`config.mk`:
```
export PLATFORM = sky130hd
export DESIGN_NAME = axis_pkt_source_flat
export DESIGN_NICKNAME = d
export VERILOG_FILES = /design/src/rtl/axis_pkt_source_pkg.sv /design/src/rtl/axis_pkt_source_if.sv /design/src/rtl/axis_pkt_source_lfsr8.sv /design/src/rtl/axis_pkt_source.sv /design/src/flat_wrapper.sv
export SDC_FILE = /design/constraint.sdc
export NUM_CORES = 1
export LEC_CHECK = 0
export CORE_ASPECT_RATIO = 0.75
export CORE_UTILIZATION = 55
export CTS_BUF_LIST = sky130_fd_sc_hd__clkbuf_8
export DETAILED_ROUTE_END_ITERATION = 16
export MAX_ROUTING_LAYER = met4
export PLACE_DENSITY = 0.9
export SYNTH_ARGS = -nofsm -noshare
export SYNTH_HDL_FRONTEND = slang
export SYNTH_SLANG_ARGS = --single-unit
```
`constraint.sdc`:
```
create_clock -name clk -period 2.85 [get_ports clk]
set_input_delay 0.57 -clock clk [delete_from_list [all_inputs] [get_ports clk]]
set_output_delay 0.57 -clock clk [all_outputs]
set_load 0.05 [all_outputs]
```
`src/rtl/axis_pkt_source_pkg.sv`:
```
// -----------------------------------------------------------------------------
// axis_pkt_source_pkg
// Shared constants for the AXI-Stream packet source: FSM state encodings,
// payload mode selectors, default widths and the 8-bit LFSR step function.
// -----------------------------------------------------------------------------
package axis_pkt_source_pkg;

    // Default widths
    localparam int unsigned DATA_W_DEF = 8;
    localparam int unsigned GAP_W_DEF  = 8;
    localparam int unsigned CNT_W_DEF  = 16;
    localparam int unsigned LEN_W      = 8;
    localparam int unsigned LFSR_W     = 8;
    localparam int unsigned STATE_W    = 2;

    // FSM state encodings
    localparam logic [STATE_W-1:0] ST_IDLE = 2'd0;
    localparam logic [STATE_W-1:0] ST_SEND = 2'd1;
    localparam logic [STATE_W-1:0] ST_GAP  = 2'd2;

    // Payload mode selectors
    localparam logic MODE_CNT  = 1'b0;
    localparam logic MODE_LFSR = 1'b1;

    // Fibonacci LFSR step for x^8 + x^6 + x^5 + x^4 + 1
    function automatic logic [LFSR_W-1:0] lfsr8_next(input logic [LFSR_W-1:0] d);
        return {d[6:0], d[7] ^ d[5] ^ d[4] ^ d[3]};
    endfunction

endpackage : axis_pkt_source_pkg

```
`src/rtl/axis_pkt_source_if.sv`:
```
// -----------------------------------------------------------------------------
// axis_pkt_source_if
// Downstream stream bus of the packet source.
//   m_data  : beat payload          (master -> slave)
//   m_valid : beat valid            (master -> slave)
//   m_last  : final beat of packet  (master -> slave)
//   m_ready : downstream ready      (slave  -> master)
// -----------------------------------------------------------------------------
interface axis_pkt_source_if
    import axis_pkt_source_pkg::*;
#(
    parameter int unsigned DATA_W = DATA_W_DEF
);
    logic [DATA_W-1:0] m_data;
    logic              m_valid;
    logic              m_last;
    logic              m_ready;

    modport master (
        output m_data,
        output m_valid,
        output m_last,
        input  m_ready
    );

    modport slave (
        input  m_data,
        input  m_valid,
        input  m_last,
        output m_ready
    );
endinterface : axis_pkt_source_if

```
`src/rtl/axis_pkt_source_lfsr8.sv`:
```
// -----------------------------------------------------------------------------
// axis_lfsr8
// 8-bit Fibonacci LFSR (x^8 + x^6 + x^5 + x^4 + 1) with synchronous reload.
//   clk      : clock, rising edge
//   rst      : synchronous reset, active-high (state <- SEED)
//   i_load   : reload state with SEED (has priority over i_adv)
//   i_adv    : advance one step
//   o_next_c : combinational value the state takes on the next advance
// -----------------------------------------------------------------------------
module axis_lfsr8
    import axis_pkt_source_pkg::*;
#(
    parameter logic [LFSR_W-1:0] SEED = 8'h01
) (
    input  logic              clk,
    input  logic              rst,
    input  logic              i_load,
    input  logic              i_adv,
    output logic [LFSR_W-1:0] o_next_c
);

    logic [LFSR_W-1:0] r_state;
    logic [LFSR_W-1:0] w_step;

    // Feedback network
    assign w_step   = lfsr8_next(r_state);
    assign o_next_c = w_step;

    // State register; reload wins so a new packet always starts from SEED
    always_ff @(posedge clk) begin
        if (rst) begin
            r_state <= SEED;
        end else if (i_load) begin
            r_state <= SEED;
        end else if (i_adv) begin
            r_state <= w_step;
        end
    end

endmodule : axis_lfsr8

```
`src/rtl/axis_pkt_source.sv`:
```
// -----------------------------------------------------------------------------
// axis_pkt_source
// 8-bit AXI-Stream style packet generator for bring-up and loopback traffic.
// A start pulse in IDLE launches one packet of pkt_len beats carrying either a
// beat counter or an LFSR sequence, followed by gap_len idle cycles.
//   clk       : clock, rising edge
//   rst       : synchronous reset, active-high
//   start     : packet request, sampled only in IDLE
//   pkt_len   : beats per packet (0 = request ignored)
//   gap_len   : idle cycles after the last beat
//   mode      : 0 = counting payload, 1 = LFSR payload
//   m_axis    : stream master (m_data/m_valid/m_last out, m_ready in)
//   busy      : high while sending or in the gap
//   pkt_done  : one-cycle pulse after the last beat handshakes
//   pkt_count : packets completed since reset (wraps)
// -----------------------------------------------------------------------------
module axis_pkt_source
    import axis_pkt_source_pkg::*;
#(
    parameter int unsigned       DATA_W    = DATA_W_DEF,
    parameter int unsigned       GAP_W     = GAP_W_DEF,
    parameter int unsigned       CNT_W     = CNT_W_DEF,
    parameter logic [LFSR_W-1:0] LFSR_SEED = 8'h01
) (
    input  logic                 clk,
    input  logic                 rst,
    input  logic                 start,
    input  logic [LEN_W-1:0]     pkt_len,
    input  logic [GAP_W-1:0]     gap_len,
    input  logic                 mode,
    axis_pkt_source_if.master    m_axis,
    output logic                 busy,
    output logic                 pkt_done,
    output logic [CNT_W-1:0]     pkt_count
);

    // Registered state
    logic [STATE_W-1:0] r_state;
    logic [LEN_W-1:0]   r_len;
    logic [GAP_W-1:0]   r_gap;
    logic               r_mode;
    logic [LEN_W-1:0]   r_beat;
    logic [GAP_W-1:0]   r_gap_cnt;
    logic [DATA_W-1:0]  r_data;
    logic               r_valid;
    logic               r_last;
    logic               r_busy;
    logic               r_done;
    logic [CNT_W-1:0]   r_count;

    // Next-state values
    logic [STATE_W-1:0] w_state_nxt;
    logic [LEN_W-1:0]   w_len_nxt;
    logic [GAP_W-1:0]   w_gap_nxt;
    logic               w_mode_nxt;
    logic [LEN_W-1:0]   w_beat_nxt;
    logic [GAP_W-1:0]   w_gap_cnt_nxt;
    logic [DATA_W-1:0]  w_data_nxt;
    logic               w_valid_nxt;
    logic               w_last_nxt;
    logic               w_busy_nxt;
    logic               w_done_nxt;
    logic [CNT_W-1:0]   w_count_nxt;

    // Helpers
    logic               w_hs;
    logic [LEN_W-1:0]   w_beat_inc;
    logic [LEN_W-1:0]   w_len_m1;
    logic               w_lfsr_load;
    logic               w_lfsr_adv;
    logic [LFSR_W-1:0]  w_lfsr_next;

    assign w_hs       = r_valid & m_axis.m_ready;
    assign w_beat_inc = r_beat + LEN_W'(1);
    assign w_len_m1   = r_len - LEN_W'(1);

    // LFSR tracks the beat being presented; its look-ahead feeds the data register
    axis_lfsr8 #(
        .SEED     (LFSR_SEED)
    ) u_lfsr (
        .clk      (clk),
        .rst      (rst),
        .i_load   (w_lfsr_load),
        .i_adv    (w_lfsr_adv),
        .o_next_c (w_lfsr_next)
    );

    // State and output registers
    always_ff @(posedge clk) begin
        if (rst) begin
            r_state   <= ST_IDLE;
            r_len     <= '0;
            r_gap     <= '0;
            r_mode    <= MODE_CNT;
            r_beat    <= '0;
            r_gap_cnt <= '0;
            r_data    <= '0;
            r_valid   <= 1'b0;
            r_last    <= 1'b0;
            r_busy    <= 1'b0;
            r_done    <= 1'b0;
            r_count   <= '0;
        end else begin
            r_state   <= w_state_nxt;
            r_len     <= w_len_nxt;
            r_gap     <= w_gap_nxt;
            r_mode    <= w_mode_nxt;
            r_beat    <= w_beat_nxt;
            r_gap_cnt <= w_gap_cnt_nxt;
            r_data    <= w_data_nxt;
            r_valid   <= w_valid_nxt;
            r_last    <= w_last_nxt;
            r_busy    <= w_busy_nxt;
            r_done    <= w_done_nxt;
            r_count   <= w_count_nxt;
        end
    end

    // Next-state and next-output logic
    always_comb begin
        w_state_nxt   = r_state;
        w_len_nxt     = r_len;
        w_gap_nxt     = r_gap;
        w_mode_nxt    = r_mode;
        w_beat_nxt    = r_beat;
        w_gap_cnt_nxt = r_gap_cnt;
        w_data_nxt    = r_data;
        w_valid_nxt   = r_valid;
        w_last_nxt    = r_last;
        w_done_nxt    = 1'b0;
        w_count_nxt   = r_count;
        w_lfsr_load   = 1'b0;
        w_lfsr_adv    = 1'b0;

        case (r_state)
            ST_IDLE: begin
                // Latch the request so later input changes cannot disturb the packet
                if (start && (pkt_len != '0)) begin
                    w_state_nxt = ST_SEND;
                    w_len_nxt   = pkt_len;
                    w_gap_nxt   = gap_len;
                    w_mode_nxt  = mode;
                    w_beat_nxt  = '0;
                    w_valid_nxt = 1'b1;
                    w_last_nxt  = (pkt_len == LEN_W'(1));
                    w_data_nxt  = (mode == MODE_LFSR) ? DATA_W'(LFSR_SEED) : '0;
                    w_lfsr_load = 1'b1;
                end
            end

            ST_SEND: begin
                // Nothing moves while stalled, which keeps data/last stable
                if (w_hs) begin
                    if (r_last) begin
                        w_valid_nxt = 1'b0;
                        w_last_nxt  = 1'b0;
                        w_done_nxt  = 1'b1;
                        w_count_nxt = r_count + CNT_W'(1);
                        if (r_gap != '0) begin
                            w_state_nxt   = ST_GAP;
                            w_gap_cnt_nxt = r_gap - GAP_W'(1);
                        end else begin
                            w_state_nxt = ST_IDLE;
                        end
                    end else begin
                        w_beat_nxt = w_beat_inc;
                        w_last_nxt = (w_beat_inc == w_len_m1);
                        w_lfsr_adv = 1'b1;
                        w_data_nxt = (r_mode == MODE_LFSR) ? DATA_W'(w_lfsr_next)
                                                           : DATA_W'(w_beat_inc);
                    end
                end
            end

            ST_GAP: begin
                // Counter was preloaded with gap_len-1, so the gap lasts gap_len cycles
                if (r_gap_cnt == '0) begin
                    w_state_nxt = ST_IDLE;
                end else begin
                    w_gap_cnt_nxt = r_gap_cnt - GAP_W'(1);
                end
            end

            default: begin
                w_state_nxt = ST_IDLE;
                w_valid_nxt = 1'b0;
                w_last_nxt  = 1'b0;
            end
        endcase

        w_busy_nxt = (w_state_nxt != ST_IDLE);
    end

    // Output mapping
    assign m_axis.m_data  = r_data;
    assign m_axis.m_valid = r_valid;
    assign m_axis.m_last  = r_last;
    assign busy           = r_busy;
    assign pkt_done       = r_done;
    assign pkt_count      = r_count;

endmodule : axis_pkt_source

```
`src/flat_wrapper.sv`:
```
// flat-port wrapper written by rule: the top's interface ports become plain ports
module axis_pkt_source_flat import axis_pkt_source_pkg::*;
#(
    parameter int unsigned       DATA_W    = DATA_W_DEF,
    parameter int unsigned       GAP_W     = GAP_W_DEF,
    parameter int unsigned       CNT_W     = CNT_W_DEF,
    parameter logic [LFSR_W-1:0] LFSR_SEED = 8'h01
)
  (clk, rst, start, pkt_len, gap_len, mode, busy, pkt_done, pkt_count, m_axis_m_data, m_axis_m_valid, m_axis_m_last, m_axis_m_ready);
  axis_pkt_source_if #(.DATA_W(DATA_W)) m_axis_i ();
  input  logic clk;
  input  logic rst;
  input  logic start;
  input  logic [LEN_W-1:0] pkt_len;
  input  logic [GAP_W-1:0] gap_len;
  input  logic mode;
  output logic busy;
  output logic pkt_done;
  output logic [CNT_W-1:0] pkt_count;
  output wire logic [$bits(m_axis_i.m_data)-1:0] m_axis_m_data;
  output wire logic [$bits(m_axis_i.m_valid)-1:0] m_axis_m_valid;
  output wire logic [$bits(m_axis_i.m_last)-1:0] m_axis_m_last;
  input wire logic [$bits(m_axis_i.m_ready)-1:0] m_axis_m_ready;
  assign m_axis_m_data = m_axis_i.m_data;
  assign m_axis_m_valid = m_axis_i.m_valid;
  assign m_axis_m_last = m_axis_i.m_last;
  assign m_axis_i.m_ready = m_axis_m_ready;
  axis_pkt_source #(.DATA_W(DATA_W), .GAP_W(GAP_W), .CNT_W(CNT_W), .LFSR_SEED(LFSR_SEED)) u_core (.clk(clk), .rst(rst), .start(start), .pkt_len(pkt_len), .gap_len(gap_len), .mode(mode), .m_axis(m_axis_i), .busy(busy), .pkt_done(pkt_done), .pkt_count(pkt_count));
endmodule
```
==> summary.txt, run 1 <==
Setup path
  • CP top delay family: buffers and inverters
  • Worst EP arrival: 1.74 ns
  • Worst r2r path cells: 6
  • Largest fanout on the critical path: 9
  • CP peak stage delay: 0.87 ns
  • Terminus of the critical flop-to-flop path: u_core.r_gap_cnt[6]
  • Critical Path End Type: primary output
  • Worst R2R Start: u_core.r_state[1]
  • CP bufs+invs: 1
  • Critical path, cell by cell: clkdlybuf4s50_1
  • Req. time, crit path: 2.28 ns
  • CP Launch Point: u_core.m_axis.m_last
  • Critical path type: reg2out
  • Worst setup SP type: register
  • Slowest CP cell: clkdlybuf4s50_1
  • R2R Setup Slk: 0.62 ns

Layout
  • P&R area growth vs syn: 20.1%
  • Non-Filler Instances: 565
  • Ratio of cells with drive above 1 in the final layout: 9.09%
  • Nets: 504
  • Fin util: 68.7%
  • Post-layout instance area: 0.00437 mm^2
  • Most frequent cells in the layout: dfxtp_1, nand2_1, nor2_1, clkdlybuf4s50_1, a21oi_1
  • Register area: 0.00142 mm^2
  • Multi-input logic area: 0.00208 mm^2
  • Ant diodes: 0
  • Filler cells: 512
  • Most common cell after layout, fill and taps aside: dfxtp_1

Floorplanning
  • # rows: 25
  • Core ar.: 0.00635 mm^2
  • Die area: 0.00694 mm^2
  • # IOs: 49
  • Starting Density: 57.2%
  • Die X-Extent: 95.9 um
  • Die H: 72.4 um

Clock tree
  • Cts hold-fix bufs: 0
  • Clk_lat worst skew: 0.35 ns
  • Setup Buffers After CTS: 0
  • Clock root cell: clkbuf_8
  • Worst-path clk slew: 0.08 ns
  • Post-cts gate resize count: 0
  • Cts bufs inserted: 9
  • TritonCTS clock tree: built
  • CTS Sinks: 71
  • Clock Path Buffers: 2
  • H-tree levels: 3

Timing
  • Fin Setup TNS: 0 ns
  • Slew @ Worst Pin: 0.629 ns
  • Fin crit period: 2.31 ns
  • RSZ-0062 raised after global routing: no
  • Fin crit share: 81.2%
  • Slew HR: 57.8%
  • Final setup violation count: 0
  • Hold Fails Final Rpt: 0
  • Slew Limit Fails: 0
  • Min Hold Slack: 0.460 ns
  • Clock skew: 0.0100 ns
  • Max Fclk: 432 MHz

Synthesis
  • Yosys warning count: 0
  • Primary FF master, synth: dfxtp_1
  • Post-synth EDFFs: 0
  • Yosys reg bits: 71
  • Average size of a mapped cell: 8.39 um^2
  • Syn Inst Count: 433
  • Async S/R FF share, synth: 0%
  • Number of distinct library cells after synthesis: 57
  • Syn_nets: 458
  • Mapped cell area: 0.00363 mm^2
  • Sequential fraction of the synthesis area: 39.1%

Global routing
  • First-pass GRT wire length: 14200 um
  • Met2 Usage GRT: 40.9%
  • Met1 Track Usage GR: 36.4%
  • Busiest grt layer: met2
  • Number of global-route vias before repair: 3115
  • GR Overflow Total: 0
  • Total track usage: 27.5%
  • Antenna violations before repair: 0
  • Largest net degree at the start of global routing: 48
  • Grt met3 use: 7.55%

Placed design
  • RD Place Congestion: 0.916
  • DP HPWL: 6200 um
  • Dpl cells: 549
  • DP Area: 0.00418 mm^2
  • IO buf count: 48

Run
  • # Max-Cap Violations: 0

Detailed routing
  • Iter 0 DRT Violations: 279
  • Wire per inst: 15.7 um
  • Number of remaining DRC errors: 0
  • Detailed-route via count: 3345
  • Pre-antenna DRT Iters: 5
  • Final WL: 8850 um
  • Vias/cell: 5.92
  • Antenna-violating nets left: 0

Hold path
  • Hold Path Depth: 2
  • Endpoint, Worst Hold: u_core.m_axis.m_data[5]
  • Worst hold path class: reg2reg
  • HP Start: u_core.m_axis.m_data[5]

Outcome
  • Status: complete, no violations

Pwr
  • PwrDens: 476 mW/mm^2
  • Maximum VDD drop: 0.000301 V
  • P_leak: 0.00157 uW
## stage by stage
stage          power, uW  setup slack, ns
2_1_floorplan       1270            0.477
3_3_place_gp        1350            0.280
3_5_place_dp        1350            0.211
4_1_cts             2090            0.528
5_1_grt             2160            0.433
6_report            2080            0.536
## worst max-delay path by stage
stage	end	slack (ns)	cells after the start
floorplan	u_core.r_gap_cnt[6]	0.48	10
global placement	u_core.u_lfsr.r_state[0]	0.28	6
detailed placement	u_core.u_lfsr.r_state[0]	0.21	6
CTS	m_axis_m_last	0.53	1
global route	u_core.r_beat[2]	0.43	6
finish	m_axis_m_last	0.54	1
## final cells by class
cell class              count  share of cell area [%]
well taps                  81                    2.32
multi-input cells         330                    47.6
clock inverters             5                   0.774
repair buffers             57                    12.4
flip-flops and latches     71                    32.6
inverters                  10                   0.860
clock buffers              11                    3.47
## registers in the layout, indices dropped and copies added (netlist names)
register / cells
u_core.pkt_count: 16
u_core.u_lfsr.r_state: 8
u_core.r_gap_cnt: 8
u_core.m_axis.m_valid: 1
u_core.r_beat: 8
u_core.r_state: 2
u_core.r_len: 8
u_core.r_gap: 8
u_core.m_axis.m_data: 8
u_core.pkt_done: 1
u_core.busy: 1
u_core.m_axis.m_last: 1
u_core.r_mode: 1
## tightest hold or removal path: stages, from the launching register on
cell and delay (ns):
dfxtp_1 0.31, nand2_1 0.05, a21oi_1 0.05
## routing by layer
metal | vias up | share of wire (%)
met5 | - | 0
li1 | 1653 | -
met1 | 1544 | 47
met4 | 0 | 1.4
met2 | 136 | 43
met3 | 12 | 8.2
## power breakdown
| group | internal, uW | switching (uW) |
|---|---|---|
| Sequential | 1020 | 32.1 |
| Combinational | 127 | 162 |
| Clock | 362 | 379 |
## cells by family (layout without fill, tap and decap cells)
logic type / Yosys count / after routing / synth area share, %
XOR/XNOR: 24 / 24 / 5.78
AND/OR/NAND/NOR: 176 / 176 / 24.0
AO/OA/AOI/OAI: 99 / 99 / 18.2
adder cells (fa/ha/maj): 4 / 4 / 1.38
buffers and inverters: 32 / 83 / 3.75
flip-flops: 71 / 71 / 39.1
multiplexers: 27 / 27 / 7.71
## synth_stat cells, drive strengths merged, types with 9 or more instances
library cell	number	area share, %
xnor2	18	4.3
mux2i	22	6.2
nand2b	9	1.5
o2111ai	9	2.2
nand4	13	2.4
nor2	49	5.1
nor3	10	1.5
a21oi	30	4.1
o21ai	20	2.8
buf	12	1.7
dfxtp	71	39
inv	10	1.0
clkbuf	10	1.1
or3	9	1.5
nand3	10	1.4
nand2	50	5.2
No activity file was read; power rests on OpenSTA's default activity.
==> inputs of run 2 (changes only) <==
Clock period 2.85 ns to 2.3 ns, I/O delays scaled along.
==> run 2 against run 1 <==
Compared with the run above: clock power rose by 46%; global-route usage grew 2.9 points; clock-buffer cell count increased by 1; combinational power up 31%; final cell count rose by 2.1%; setup slack got worse by 0.35 ns; critical path type unchanged; utilization grew 1.9 points.
==> summary.txt, run 2 (synthesized netlist as in run 1, its figures left out) <==
Timing
  • Hold Fails Final Rpt: 0 (unchanged)
  • RSZ-0062 raised after global routing: no
  • Slew Limit Fails: 0 (unchanged)
  • Final setup violation count: 0 (unchanged)
  • Clock skew: 0.0112 ns (+0.00119 ns)
  • Fin crit share: 92.1%
  • Fin Setup TNS: 0 ns (unchanged)
  • Slew @ Worst Pin: 0.674 ns (+0.0452 ns)
  • Fin crit period: 2.12 ns
  • Max Fclk: 472 MHz
  • Slew HR: 55.0% (-2.7 points)

Hold path
  • Worst hold path class: reg2reg

Global routing
  • GR Overflow Total: 0 (unchanged)
  • Number of global-route vias before repair: 3366 (+8.1%)
  • Largest net degree at the start of global routing: 64 (+33%)
  • First-pass GRT wire length: 15800 um (+11%)
  • Total track usage: 30.4% (+2.9 points)
  • Antenna violations before repair: 0 (unchanged)

Setup path
  • Terminus of the critical flop-to-flop path: u_core.busy
  • Worst EP arrival: 1.66 ns (-0.08 ns)
  • Req. time, crit path: 1.84 ns (-0.44 ns)
  • Largest fanout on the critical path: 5 (-4)
  • Worst setup SP type: register
  • Critical path type: reg2out
  • Slowest CP cell: clkdlybuf4s50_1
  • CP Launch Point: u_core.pkt_count[2]
  • Worst r2r path cells: 6 (unchanged)
  • R2R Setup Slk: 0.20 ns (-0.42 ns)
  • CP peak stage delay: 0.86 ns (about the same)
  • Worst Setup EP: pkt_count[2]
  • Instance count on the critical path: 1 (unchanged)
  • Worst R2R Start: u_core.r_state[1]
  • CP bufs+invs: 1 (unchanged)
  • CP top delay family: buffers and inverters
  • Critical path, cell by cell: clkdlybuf4s50_1
  • Critical Path End Type: primary output

Run
  • # Max-Cap Violations: 0 (unchanged)

Layout
  • Most frequent cells in the layout: dfxtp_1, nand2_1, nor2_1, clkdlybuf4s50_1, a21oi_1
  • Post-layout instance area: 0.00449 mm^2 (+2.8%)
  • Max reg flops: 16 (unchanged)
  • Filler cells: 523 (+2.1%)
  • Non-Filler Instances: 577 (+2.1%)
  • Ratio of cells with drive above 1 in the final layout: 11.7% (+2.6 points)
  • P&R area growth vs syn: 23.5%
  • Most common cell after layout, fill and taps aside: dfxtp_1
  • Nets: 516 (+2.4%)
  • Ant diodes: 0 (unchanged)

Placed design
  • IO buf count: 48 (unchanged)
  • DP HPWL: 6650 um (+7.2%)
  • DP Area: 0.00427 mm^2 (+2.2%)
  • Dpl cells: 561 (+2.2%)
  • RD Place Congestion: 0.893 (-2.6%)

Floorplanning
  • Die area: 0.00694 mm^2 (unchanged)
  • Die X-Extent: 95.9 um (unchanged)
  • Core ar.: 0.00635 mm^2 (unchanged)
  • Starting Density: 57.2% (unchanged)
  • # IOs: 49 (unchanged)
  • Die H: 72.4 um (unchanged)
  • # rows: 25 (unchanged)

Detailed routing
  • Detailed-route via count: 3484 (+4.2%)
  • Iter 0 DRT Violations: 320 (+15%)
  • Pre-antenna DRT Iters: 5 (unchanged)
  • Wire per inst: 16.7 um (+6.6%)
  • Number of remaining DRC errors: 0 (unchanged)
  • Vias/cell: 6.04 (+2.0%)
  • Final WL: 9640 um (+8.9%)
  • Antenna-violating nets left: 0 (unchanged)

Clock tree
  • Cts hold-fix bufs: 0 (unchanged)
  • TritonCTS clock tree: built
  • CTS Sinks: 71 (unchanged)
  • Clk_lat worst skew: 0.35 ns (about the same)
  • Worst-path clk slew: 0.08 ns (about the same)
  • Clock root cell: clkbuf_8
  • Cts bufs inserted: 9 (unchanged)
  • Clock Path Buffers: 2 (unchanged)
  • H-tree levels: 3 (unchanged)

Outcome
  • Status: complete, no violations

Pwr
  • Final Total Pwr: 2750 uW (+32%)
  • Maximum VDD drop: 0.000437 V (+45%)
  • P_leak: 0.00164 uW (+4.4%)
  • PwrDens: 613 mW/mm^2 (+29%)
-- run 2: area by class of cell --
| type | instances | area [um^2] | share of cell area (%) |
|---|---|---|---|
| Tap cell | 81 | 101 | 2.26 |
| Multi-Input combinational cell | 330 | 2080 | 46.3 |
| Clock buffer | 12 | 165 | 3.68 |
| Inverter | 10 | 37.5 | 0.836 |
| Sequential cell | 71 | 1420 | 31.7 |
| Clock inverter | 4 | 51.3 | 1.14 |
| Timing Repair Buffer | 69 | 633 | 14.1 |
-- run 2: how the worst min path moves through the flow --
stage                        startpoint                       end  slack [ns]  cells past startpoint
6_report        u_core.m_axis.m_data[5]   u_core.m_axis.m_data[5]        0.47                      2
5_1_grt        u_core.u_lfsr.r_state[7]  u_core.u_lfsr.r_state[7]        0.49                      2
4_1_cts         u_core.m_axis.m_data[1]   u_core.m_axis.m_data[1]        0.47                      2
3_5_place_dp    u_core.m_axis.m_data[1]   u_core.m_axis.m_data[1]        0.45                      2
3_3_place_gp    u_core.m_axis.m_data[7]   u_core.m_axis.m_data[7]        0.45                      2
2_1_floorplan  u_core.u_lfsr.r_state[1]  u_core.u_lfsr.r_state[2]        0.44                      2
-- run 2: routing by layer --
layer  global-route usage (%)  part of all wire, %  vias up
met3                     8.60                  6.5       12
li1                         -                    -     1674
met1                     40.0                   46     1662
met5                        -                    0        -
met2                     46.4                   46      136
met4                     7.13                  1.0        0
-- run 2: stage by stage --
step                hold WS, ns  setup WS, ns  utilization, %
finish                    0.467         0.182            70.7
global route              0.493        0.0575            70.7
CTS                       0.468         0.182            70.7
detailed placement        0.454        -0.108            67.3
global placement          0.448        0.0419            67.3
floorplan                 0.440        0.0308               -
-- run 2: what timing repair did --
action                                  in CTS  in global routing
endpoints found under the setup margin       0                  1
gates resized for setup                      0                  1
buffers inserted                             0                  0
-- run 2: report_power, final --
group | internal, uW | switching (uW)
logic | 169 | 211
registers | 1260 | 38.9
clock network | 592 | 483
total | 2020 | 734
==> inputs of run 3 (changes only) <==
Settings changed: CTS_CLUSTER_SIZE from default to 24.
==> results of run 3 <==
No change in the layout: final DEF, timing and power equal those of run 2.
